**config.mk**
```make
export PLATFORM = sky130hd
export DESIGN_NAME = itlb_stage
export DESIGN_NICKNAME = d
export VERILOG_FILES = /design/src/rtl/itlb_stage.sv
export SDC_FILE = /design/constraint.sdc
export NUM_CORES = 1
export LEC_CHECK = 0
export ABC_CLOCK_PERIOD_IN_PS = 3300
export CAP_MARGIN = 20
export CORE_AREA = 2 2 273 275
export CTS_BUF_LIST = sky130_fd_sc_hd__clkbuf_8 sky130_fd_sc_hd__clkbuf_16
export CTS_CLUSTER_DIAMETER = 60
export DETAILED_ROUTE_END_ITERATION = 7
export DIE_AREA = 0 0 275 277
export DONT_BUFFER_PORTS = 1
export PLACE_DENSITY = 0.54
export RECOVER_POWER = 100
export SYNTH_ARGS = -nofsm -noshare
export SYNTH_HDL_FRONTEND = slang
export SYNTH_SLANG_ARGS = --single-unit
```
**constraint.sdc**
```tcl
create_clock -name core_clock_i -period 3.3 [get_ports core_clock_i]
set_input_delay 0.66 -clock core_clock_i [delete_from_list [all_inputs] [get_ports core_clock_i]]
set_output_delay 0.66 -clock core_clock_i [all_outputs]
set_load 0.03 [all_outputs]
```
**src/rtl/itlb_stage.sv**
```systemverilog
// itlb_stage: translates the PC generator's fetch packet through a small fully-associative
// ITLB, walks the shared page-table walker on a miss, and forwards a registered packet to the
// I-cache stage. Bare mode (satp off or M-mode) passes the virtual PC through untranslated.
module itlb_stage #(
    parameter int unsigned ENTRIES = 8
) (
    input  logic        core_clock_i,
    input  logic        core_reset_n_i,
    input  logic        core_flush_i,
    input  logic        sfence_i,
    input  logic        satp_mode_i,
    input  logic [1:0]  priv_i,
    input  logic        pcgen_valid_i,
    input  logic [29:0] pcgen_pc_i,
    input  logic [1:0]  pcgen_btype_i,
    input  logic [1:0]  pcgen_bm_pred_i,
    input  logic [29:0] pcgen_target_i,
    input  logic        pcgen_index_i,
    input  logic        pcgen_hit_i,
    input  logic        pcgen_way_i,
    output logic        pcgen_busy_o,
    output logic        ptw_req_valid_o,
    input  logic        ptw_req_ready_i,
    output logic [19:0] ptw_req_vpn_o,
    input  logic        ptw_resp_valid_i,
    input  logic [19:0] ptw_resp_ppn_i,
    input  logic        ptw_resp_x_i,
    input  logic        ptw_resp_u_i,
    input  logic        ptw_resp_fault_i,
    input  logic        ic_busy_i,
    output logic        ic_valid_o,
    output logic [29:0] ic_vpc_o,
    output logic [29:0] ic_ppc_o,
    output logic        ic_fault_o,
    output logic [1:0]  ic_btype_o,
    output logic [1:0]  ic_bm_pred_o,
    output logic [29:0] ic_target_o,
    output logic        ic_index_o,
    output logic        ic_hit_o,
    output logic        ic_way_o
);

    localparam int unsigned IdxW = $clog2(ENTRIES);

    typedef enum logic [1:0] {StRun, StWalkReq, StWalkWait, StDrain} state_e;

    state_e state_q, state_d;

    logic [ENTRIES-1:0] ent_valid_q, ent_valid_d;
    logic [ENTRIES-1:0] ent_x_q, ent_x_d;
    logic [ENTRIES-1:0] ent_u_q, ent_u_d;
    logic [19:0]        ent_vpn_q [ENTRIES];
    logic [19:0]        ent_vpn_d [ENTRIES];
    logic [19:0]        ent_ppn_q [ENTRIES];
    logic [19:0]        ent_ppn_d [ENTRIES];
    logic [IdxW-1:0]    ptr_q, ptr_d;
    logic               fault_valid_q, fault_valid_d;
    logic [19:0]        fault_vpn_q, fault_vpn_d;
    logic [19:0]        walk_vpn_q, walk_vpn_d;

    logic        ic_valid_q, ic_valid_d;
    logic [29:0] ic_vpc_q, ic_vpc_d;
    logic [29:0] ic_ppc_q, ic_ppc_d;
    logic        ic_fault_q, ic_fault_d;
    logic [1:0]  ic_btype_q, ic_btype_d;
    logic [1:0]  ic_bm_pred_q, ic_bm_pred_d;
    logic [29:0] ic_target_q, ic_target_d;
    logic        ic_index_q, ic_index_d;
    logic        ic_hit_q, ic_hit_d;
    logic        ic_way_q, ic_way_d;

    logic [19:0]     lookup_vpn;
    logic            bare, hit, hit_x, hit_u, frec_hit, resolved, perm_fault;
    logic [19:0]     hit_ppn;
    logic [29:0]     xl_ppc;
    logic            xl_fault;
    logic            free_found;
    logic [IdxW-1:0] free_idx, victim;
    logic            load, start_walk, resp_take, fill_en, fault_wr;

    // Combinational lookup of the incoming PC against the ITLB and the fault record
    always_comb begin
        lookup_vpn = pcgen_pc_i[29:10];
        hit        = 1'b0;
        hit_ppn    = '0;
        hit_x      = 1'b0;
        hit_u      = 1'b0;
        for (int i = 0; i < ENTRIES; i++) begin
            if (ent_valid_q[i] && (ent_vpn_q[i] == lookup_vpn)) begin
                hit     = 1'b1;
                hit_ppn = ent_ppn_q[i];
                hit_x   = ent_x_q[i];
                hit_u   = ent_u_q[i];
            end
        end
        bare       = !satp_mode_i || (priv_i == 2'b11);
        frec_hit   = fault_valid_q && (fault_vpn_q == lookup_vpn);
        resolved   = bare || hit || frec_hit;
        perm_fault = !hit_x || ((priv_i == 2'b00) && !hit_u) || ((priv_i == 2'b01) && hit_u);
        if (bare) begin
            xl_ppc   = pcgen_pc_i;
            xl_fault = 1'b0;
        end else if (hit) begin
            xl_ppc   = {hit_ppn, pcgen_pc_i[9:0]};
            xl_fault = perm_fault;
        end else begin
            // Fault-record match: no translation exists, pass the VA along with the fault
            xl_ppc   = pcgen_pc_i;
            xl_fault = 1'b1;
        end
    end

    // Refill victim: lowest invalid entry, otherwise the round-robin pointer
    always_comb begin
        free_found = 1'b0;
        free_idx   = '0;
        for (int i = ENTRIES - 1; i >= 0; i--) begin
            if (!ent_valid_q[i]) begin
                free_found = 1'b1;
                free_idx   = IdxW'(i);
            end
        end
        victim = free_found ? free_idx : ptr_q;
    end

    // State register
    always_ff @(posedge core_clock_i or negedge core_reset_n_i) begin
        if (!core_reset_n_i) begin
            state_q <= StRun;
        end else begin
            state_q <= state_d;
        end
    end

    // Next-state logic; an accepted walk request is always drained before returning to RUN
    always_comb begin
        state_d = state_q;
        unique case (state_q)
            StRun: begin
                if (!core_flush_i && pcgen_valid_i && !resolved) state_d = StWalkReq;
            end
            StWalkReq: begin
                if (ptw_req_ready_i)   state_d = core_flush_i ? StDrain : StWalkWait;
                else if (core_flush_i) state_d = StRun;
            end
            StWalkWait: begin
                if (ptw_resp_valid_i)  state_d = StRun;
                else if (core_flush_i) state_d = StDrain;
            end
            StDrain: begin
                if (ptw_resp_valid_i) state_d = StRun;
            end
            default: state_d = StRun;
        endcase
    end

    // FSM outputs
    always_comb begin
        pcgen_busy_o    = pcgen_valid_i && ((state_q != StRun) || !resolved || ic_busy_i);
        ptw_req_valid_o = (state_q == StWalkReq);
        ptw_req_vpn_o   = walk_vpn_q;
    end

    // Table, fault record and output-register next-state
    always_comb begin
        load       = (state_q == StRun) && pcgen_valid_i && resolved && !ic_busy_i &&
                     !core_flush_i;
        start_walk = (state_q == StRun) && pcgen_valid_i && !resolved && !core_flush_i;
        resp_take  = (state_q == StWalkWait) && ptw_resp_valid_i;
        fill_en    = resp_take && !ptw_resp_fault_i && !sfence_i;
        fault_wr   = resp_take && ptw_resp_fault_i && !sfence_i;

        ent_valid_d   = ent_valid_q;
        ent_x_d       = ent_x_q;
        ent_u_d       = ent_u_q;
        ent_vpn_d     = ent_vpn_q;
        ent_ppn_d     = ent_ppn_q;
        ptr_d         = ptr_q;
        fault_valid_d = fault_valid_q;
        fault_vpn_d   = fault_vpn_q;
        walk_vpn_d    = start_walk ? lookup_vpn : walk_vpn_q;

        if (fill_en) begin
            ent_valid_d[victim] = 1'b1;
            ent_vpn_d[victim]   = walk_vpn_q;
            ent_ppn_d[victim]   = ptw_resp_ppn_i;
            ent_x_d[victim]     = ptw_resp_x_i;
            ent_u_d[victim]     = ptw_resp_u_i;
            ptr_d               = ptr_q + IdxW'(1);
        end
        if (fault_wr) begin
            fault_valid_d = 1'b1;
            fault_vpn_d   = walk_vpn_q;
        end
        if (sfence_i) begin
            ent_valid_d   = '0;
            fault_valid_d = 1'b0;
        end

        ic_valid_d   = ic_valid_q;
        ic_vpc_d     = ic_vpc_q;
        ic_ppc_d     = ic_ppc_q;
        ic_fault_d   = ic_fault_q;
        ic_btype_d   = ic_btype_q;
        ic_bm_pred_d = ic_bm_pred_q;
        ic_target_d  = ic_target_q;
        ic_index_d   = ic_index_q;
        ic_hit_d     = ic_hit_q;
        ic_way_d     = ic_way_q;
        if (core_flush_i) begin
            ic_valid_d = 1'b0;
        end else if (load) begin
            ic_valid_d   = 1'b1;
            ic_vpc_d     = pcgen_pc_i;
            ic_ppc_d     = xl_ppc;
            ic_fault_d   = xl_fault;
            ic_btype_d   = pcgen_btype_i;
            ic_bm_pred_d = pcgen_bm_pred_i;
            ic_target_d  = pcgen_target_i;
            ic_index_d   = pcgen_index_i;
            ic_hit_d     = pcgen_hit_i;
            ic_way_d     = pcgen_way_i;
        end else if (!ic_busy_i) begin
            ic_valid_d = 1'b0;
        end
    end

    // Table, fault record, walk VPN and output registers
    always_ff @(posedge core_clock_i or negedge core_reset_n_i) begin
        if (!core_reset_n_i) begin
            ent_valid_q   <= '0;
            ent_x_q       <= '0;
            ent_u_q       <= '0;
            for (int i = 0; i < ENTRIES; i++) begin
                ent_vpn_q[i] <= '0;
                ent_ppn_q[i] <= '0;
            end
            ptr_q         <= '0;
            fault_valid_q <= 1'b0;
            fault_vpn_q   <= '0;
            walk_vpn_q    <= '0;
            ic_valid_q    <= 1'b0;
            ic_vpc_q      <= '0;
            ic_ppc_q      <= '0;
            ic_fault_q    <= 1'b0;
            ic_btype_q    <= '0;
            ic_bm_pred_q  <= '0;
            ic_target_q   <= '0;
            ic_index_q    <= 1'b0;
            ic_hit_q      <= 1'b0;
            ic_way_q      <= 1'b0;
        end else begin
            ent_valid_q   <= ent_valid_d;
            ent_x_q       <= ent_x_d;
            ent_u_q       <= ent_u_d;
            ent_vpn_q     <= ent_vpn_d;
            ent_ppn_q     <= ent_ppn_d;
            ptr_q         <= ptr_d;
            fault_valid_q <= fault_valid_d;
            fault_vpn_q   <= fault_vpn_d;
            walk_vpn_q    <= walk_vpn_d;
            ic_valid_q    <= ic_valid_d;
            ic_vpc_q      <= ic_vpc_d;
            ic_ppc_q      <= ic_ppc_d;
            ic_fault_q    <= ic_fault_d;
            ic_btype_q    <= ic_btype_d;
            ic_bm_pred_q  <= ic_bm_pred_d;
            ic_target_q   <= ic_target_d;
            ic_index_q    <= ic_index_d;
            ic_hit_q      <= ic_hit_d;
            ic_way_q      <= ic_way_d;
        end
    end

    assign ic_valid_o   = ic_valid_q;
    assign ic_vpc_o     = ic_vpc_q;
    assign ic_ppc_o     = ic_ppc_q;
    assign ic_fault_o   = ic_fault_q;
    assign ic_btype_o   = ic_btype_q;
    assign ic_bm_pred_o = ic_bm_pred_q;
    assign ic_target_o  = ic_target_q;
    assign ic_index_o   = ic_index_q;
    assign ic_hit_o     = ic_hit_q;
    assign ic_way_o     = ic_way_q;

endmodule
```
==> metrics.md <==
| Metric | Value |
|---|---|
| Worst Hold Margin | -168.9 ps |
| FFs w/ async S/R, synth | 1.000 |
| HPWL after detailed placement | about 47000 um |
| Antenna viol nets, final | 0 |
| Router iterations before antenna repair | 5 |
| Post-synth top area share | 0.5326 |
| Worst EP arrival | 3060 ps |
| FILL cells | 7188 |
| All-Layer GR Usage | 0.1887 |
| Least-Margin Pin Slew | 2055 ps |
| Die width | 275 um |
| Number of I/O pins | approximately 220 |
| Yosys warnings | 0 |
| Core area | 73570 um^2 |
| Final worst slack | -421.9 ps |
| Vias in the first global route | ~15000 |
| Root Driver | clkbuf_16 |
| Most frequent cell after synthesis | dfrtp_1 |
| Crit end category | output pin |
| Leakage power total | 0.01249 uW |
| Final wirelength | 73160 um |
| Sink Count | 479 |
| Number of I/O port buffers | 0 |
| Hold Crit Class | input pin to async pin |
| Final setup violation count | 11 |
| Post-synth top cells | dfrtp_1 (479), mux2_2 (378), xnor2_1 (120), nand2_1 (99), xor2_1 (65) |
| Gr ovfl total | 0 |
| Die area | 76180 um^2 |
| DRC | 0 |
| # Max-Cap Violations | 0 |
| Post-synth EDFFs | 0 |
| Clock Skew | 60.13 ps |
| Main synth FF type | dfrtp_1 |
| Largest cells by area after synthesis | dfrtp_1 (53%), mux2_2 (19%), xnor2_1 (4.7%) |
| Fin. max-slew vios | 305 |
| Worst skew pair latency | ~650 ps |
| Worst slack at placement | -360.9 ps |
| WS Path Type | flop to output pin |
| Via/cell ratio | 5.228 |
| Final Core Density | 0.3584 |
| Wire per inst | between 20 and 30 um |
| Nets | 1913 |
| Data required, critical path | 2640 ps |
| Inst Count DP | 2716 |
| Starting DRT DRC Count | 955 |
| Pin count of the biggest net entering global routing | 480 |
| Status | complete, but fails checks |
| CP max FO | 3 |
| Share of layout cells above drive strength 1 | 0.3863 |
| Reg clk slew, reported paths | 60 ps |
| Initial antenna violation count | 4 |
| CP Launch Type | flop |
| Synth cell types | 66 |
| First-pass GRT wire length | about 110000 um |
| Critical-path top delay cell | or4_4 |
| Cells after Synth | 1745 |
| Maximum clock path buffer count | 3 |
| Tcrit/Tclk final | 1.128 |
| Via total after detailed routing | 14740 |
| CTS Buf Count | 55 |
| Max transition margin | -0.3702 |
| Rows | 100 |
| Placer congestion estimate | 0.8838 |
| Avg Synthesized Cell Area | 12.90 um^2 |
| Die Y | ~280 um |
| Cell Area, Synth | 22510 um^2 |
| RSZ-0062 raised after global routing | true |
| Crit-path cells | xor2_1 -> or4_4 -> nor4_4 -> nand4_1 -> or3b_4 -> nor4_2 -> o41a_1 -> buf_6 |
| Synth Net Count | about 1800 |
| CTS tree | yes |
| Fmax achieved | 268.7 MHz |
| H-tree depth | 2 |
| Final hold violations | 139 |
| Yosys reg bits | about 480 |
| Starting Density | 0.3059 |
| Reg-to-reg slack, setup | -40 ps |
| Crit-path max cell delay | 550 ps |
| Min Tclk post-route | 3722 ps |
| Diode count | 0 |
| Worst vdd ir | 0.5062 mV |
| P&R area growth vs syn | 17.16% |
| Failing checks | hold timing, slew limit, setup timing |
| Fin cells | between 2000 and 3000 |
| Seq/Total Area, Yosys | 0.5326 |
| Power Dens Cells | roughly 700 nW/um^2 |
| Leading area contributor after synthesis | dfrtp_1 |
worst max-delay path, delay by kind of cell, from the launching register on:
| kind | cells | cell delay (ps) |
|---|---|---|
| xor gates and xnor gates | 1 | 160 |
| DFF | 1 | 390 |
| buffers and inverters | 1 | 150 |
| AOI/OAI and AO/OA | 1 | 340 |
| and+or+nand+nor | 5 | 1380 |
cells by family (layout without fill, tap and decap cells):
logic type	after synthesis	count (layout)	synth area share
AND/OR/NAND/NOR	338	338	0.07956
adder cells (fa/ha/maj)	1	1	0.0005559
AO/OA/AOI/OAI	136	136	0.04476
XOR/XNOR	185	185	0.07200
buffers and inverters	142	248	0.02958
multiplexers	464	464	0.2410
flip-flops	479	479	0.5326
sequential cells by signal (all words and copies together) (netlist names):
| signal | flops |
|---|---|
| ic_btype_o | 2 |
| ent_vpn_q | 160 |
| ic_hit_o | 1 |
| ic_index_o | 1 |
| ic_bm_pred_o | 2 |
| state_q | 2 |
| fault_valid_q | 1 |
| ent_valid_q | 8 |
| ptr_q | 3 |
| ic_ppc_o | 20 |
| ic_fault_o | 1 |
| ent_u_q | 8 |
| ic_target_o | 30 |
| ent_ppn_q | 160 |
| ic_vpc_o | 30 |
| ic_way_o | 1 |
| fault_vpn_q | 20 |
| ent_x_q | 8 |
| ptw_req_vpn_o | 20 |
| ic_valid_o | 1 |
final timing paths:
kind	from	endpoint	depth (start not counted)
max	ent_vpn_q[6]	pcgen_busy_o	8
min	core_reset_n_i	ic_vpc_o[18]	0
max reg2reg	ent_vpn_q[6]	ic_vpc_o[19]	9
min reg2reg	ent_ppn_q[94]	ent_ppn_q[94]	1
max in group asynchronous	core_reset_n_i	ic_target_o[23]	0
min in group core_clock_i	core_flush_i	ic_valid_o	1
report_power, final:
part           switching [uW]  internal (uW)
clock                    2560           3460
sequential               2840           6850
combinational             816           1420
repair_timing:
item	in CTS	in global routing
endpoints found under the setup margin	94	67
gates resized for setup	7	31
pin swaps	2	2
endpoints found under the hold margin	479	479
cloned	0	5
buffers inserted	2	1
layout by cell type, fill, tap and decap left out, types with 4 or more instances in the layout:
cell       instances
dfrtp_1          479
mux2_2           378
buf_4            110
xnor2_1          106
nand2_1           96
mux2_4            66
xor2_1            65
clkbuf_16         57
nor2_1            51
nand4_1           43
o21ai_0           29
inv_1             24
nor4_1            23
and3_1            23
nand3_1           21
a221oi_1          21
o211ai_1          20
mux2i_1           19
o31ai_1           15
xnor2_2           14
o311ai_1          13
clkbuf_8          11
nor3_1             8
clkinv_2           8
or4_4              7
nor2b_1            6
o311ai_0           6
nand2b_1           6
clkbuf_2           6
buf_12             6
or3_1              5
nor4b_1            5
buf_6              5
clkbuf_4           5
or2_2              4
nand2_2            4
clkbuf_1           4
layout make-up:
| class | count | area, um^2 | share of cell area |
|---|---|---|---|
| clock buffers | 66 | 1528 | 0.05794 |
| clock inverters | 31 | 271.5 | 0.01030 |
| inverters | 10 | 37.54 | 0.001424 |
| multi-input cells | 1124 | 10150 | 0.3849 |
| flip-flops and latches | 479 | 11990 | 0.4546 |
| well taps | 969 | 1212 | 0.04598 |
| repair buffers | 141 | 1182 | 0.04484 |
through the flow:
step	TNS (ps)	instance area [um^2]	power [uW]
3_5_place_dp	-34060	24400	11970
3_3_place_gp	-29110	24400	11880
6_report	-765.2	26370	17940
2_1_floorplan	0	22620	10830
5_1_grt	-8233	26370	18670
4_1_cts	-440.0	26250	18070
routing by layer:
layer / track usage / vias up / wire, um
li1: - / 6362 / -
met3: 0.04630 / 126 / 4542
met5: 0 / - / 25
met1: 0.2376 / 7846 / 30660
met4: 0.06376 / 4 / 2373
met2: 0.3147 / 405 / 35560
Note: power is estimated with default switching activity, not from simulation.
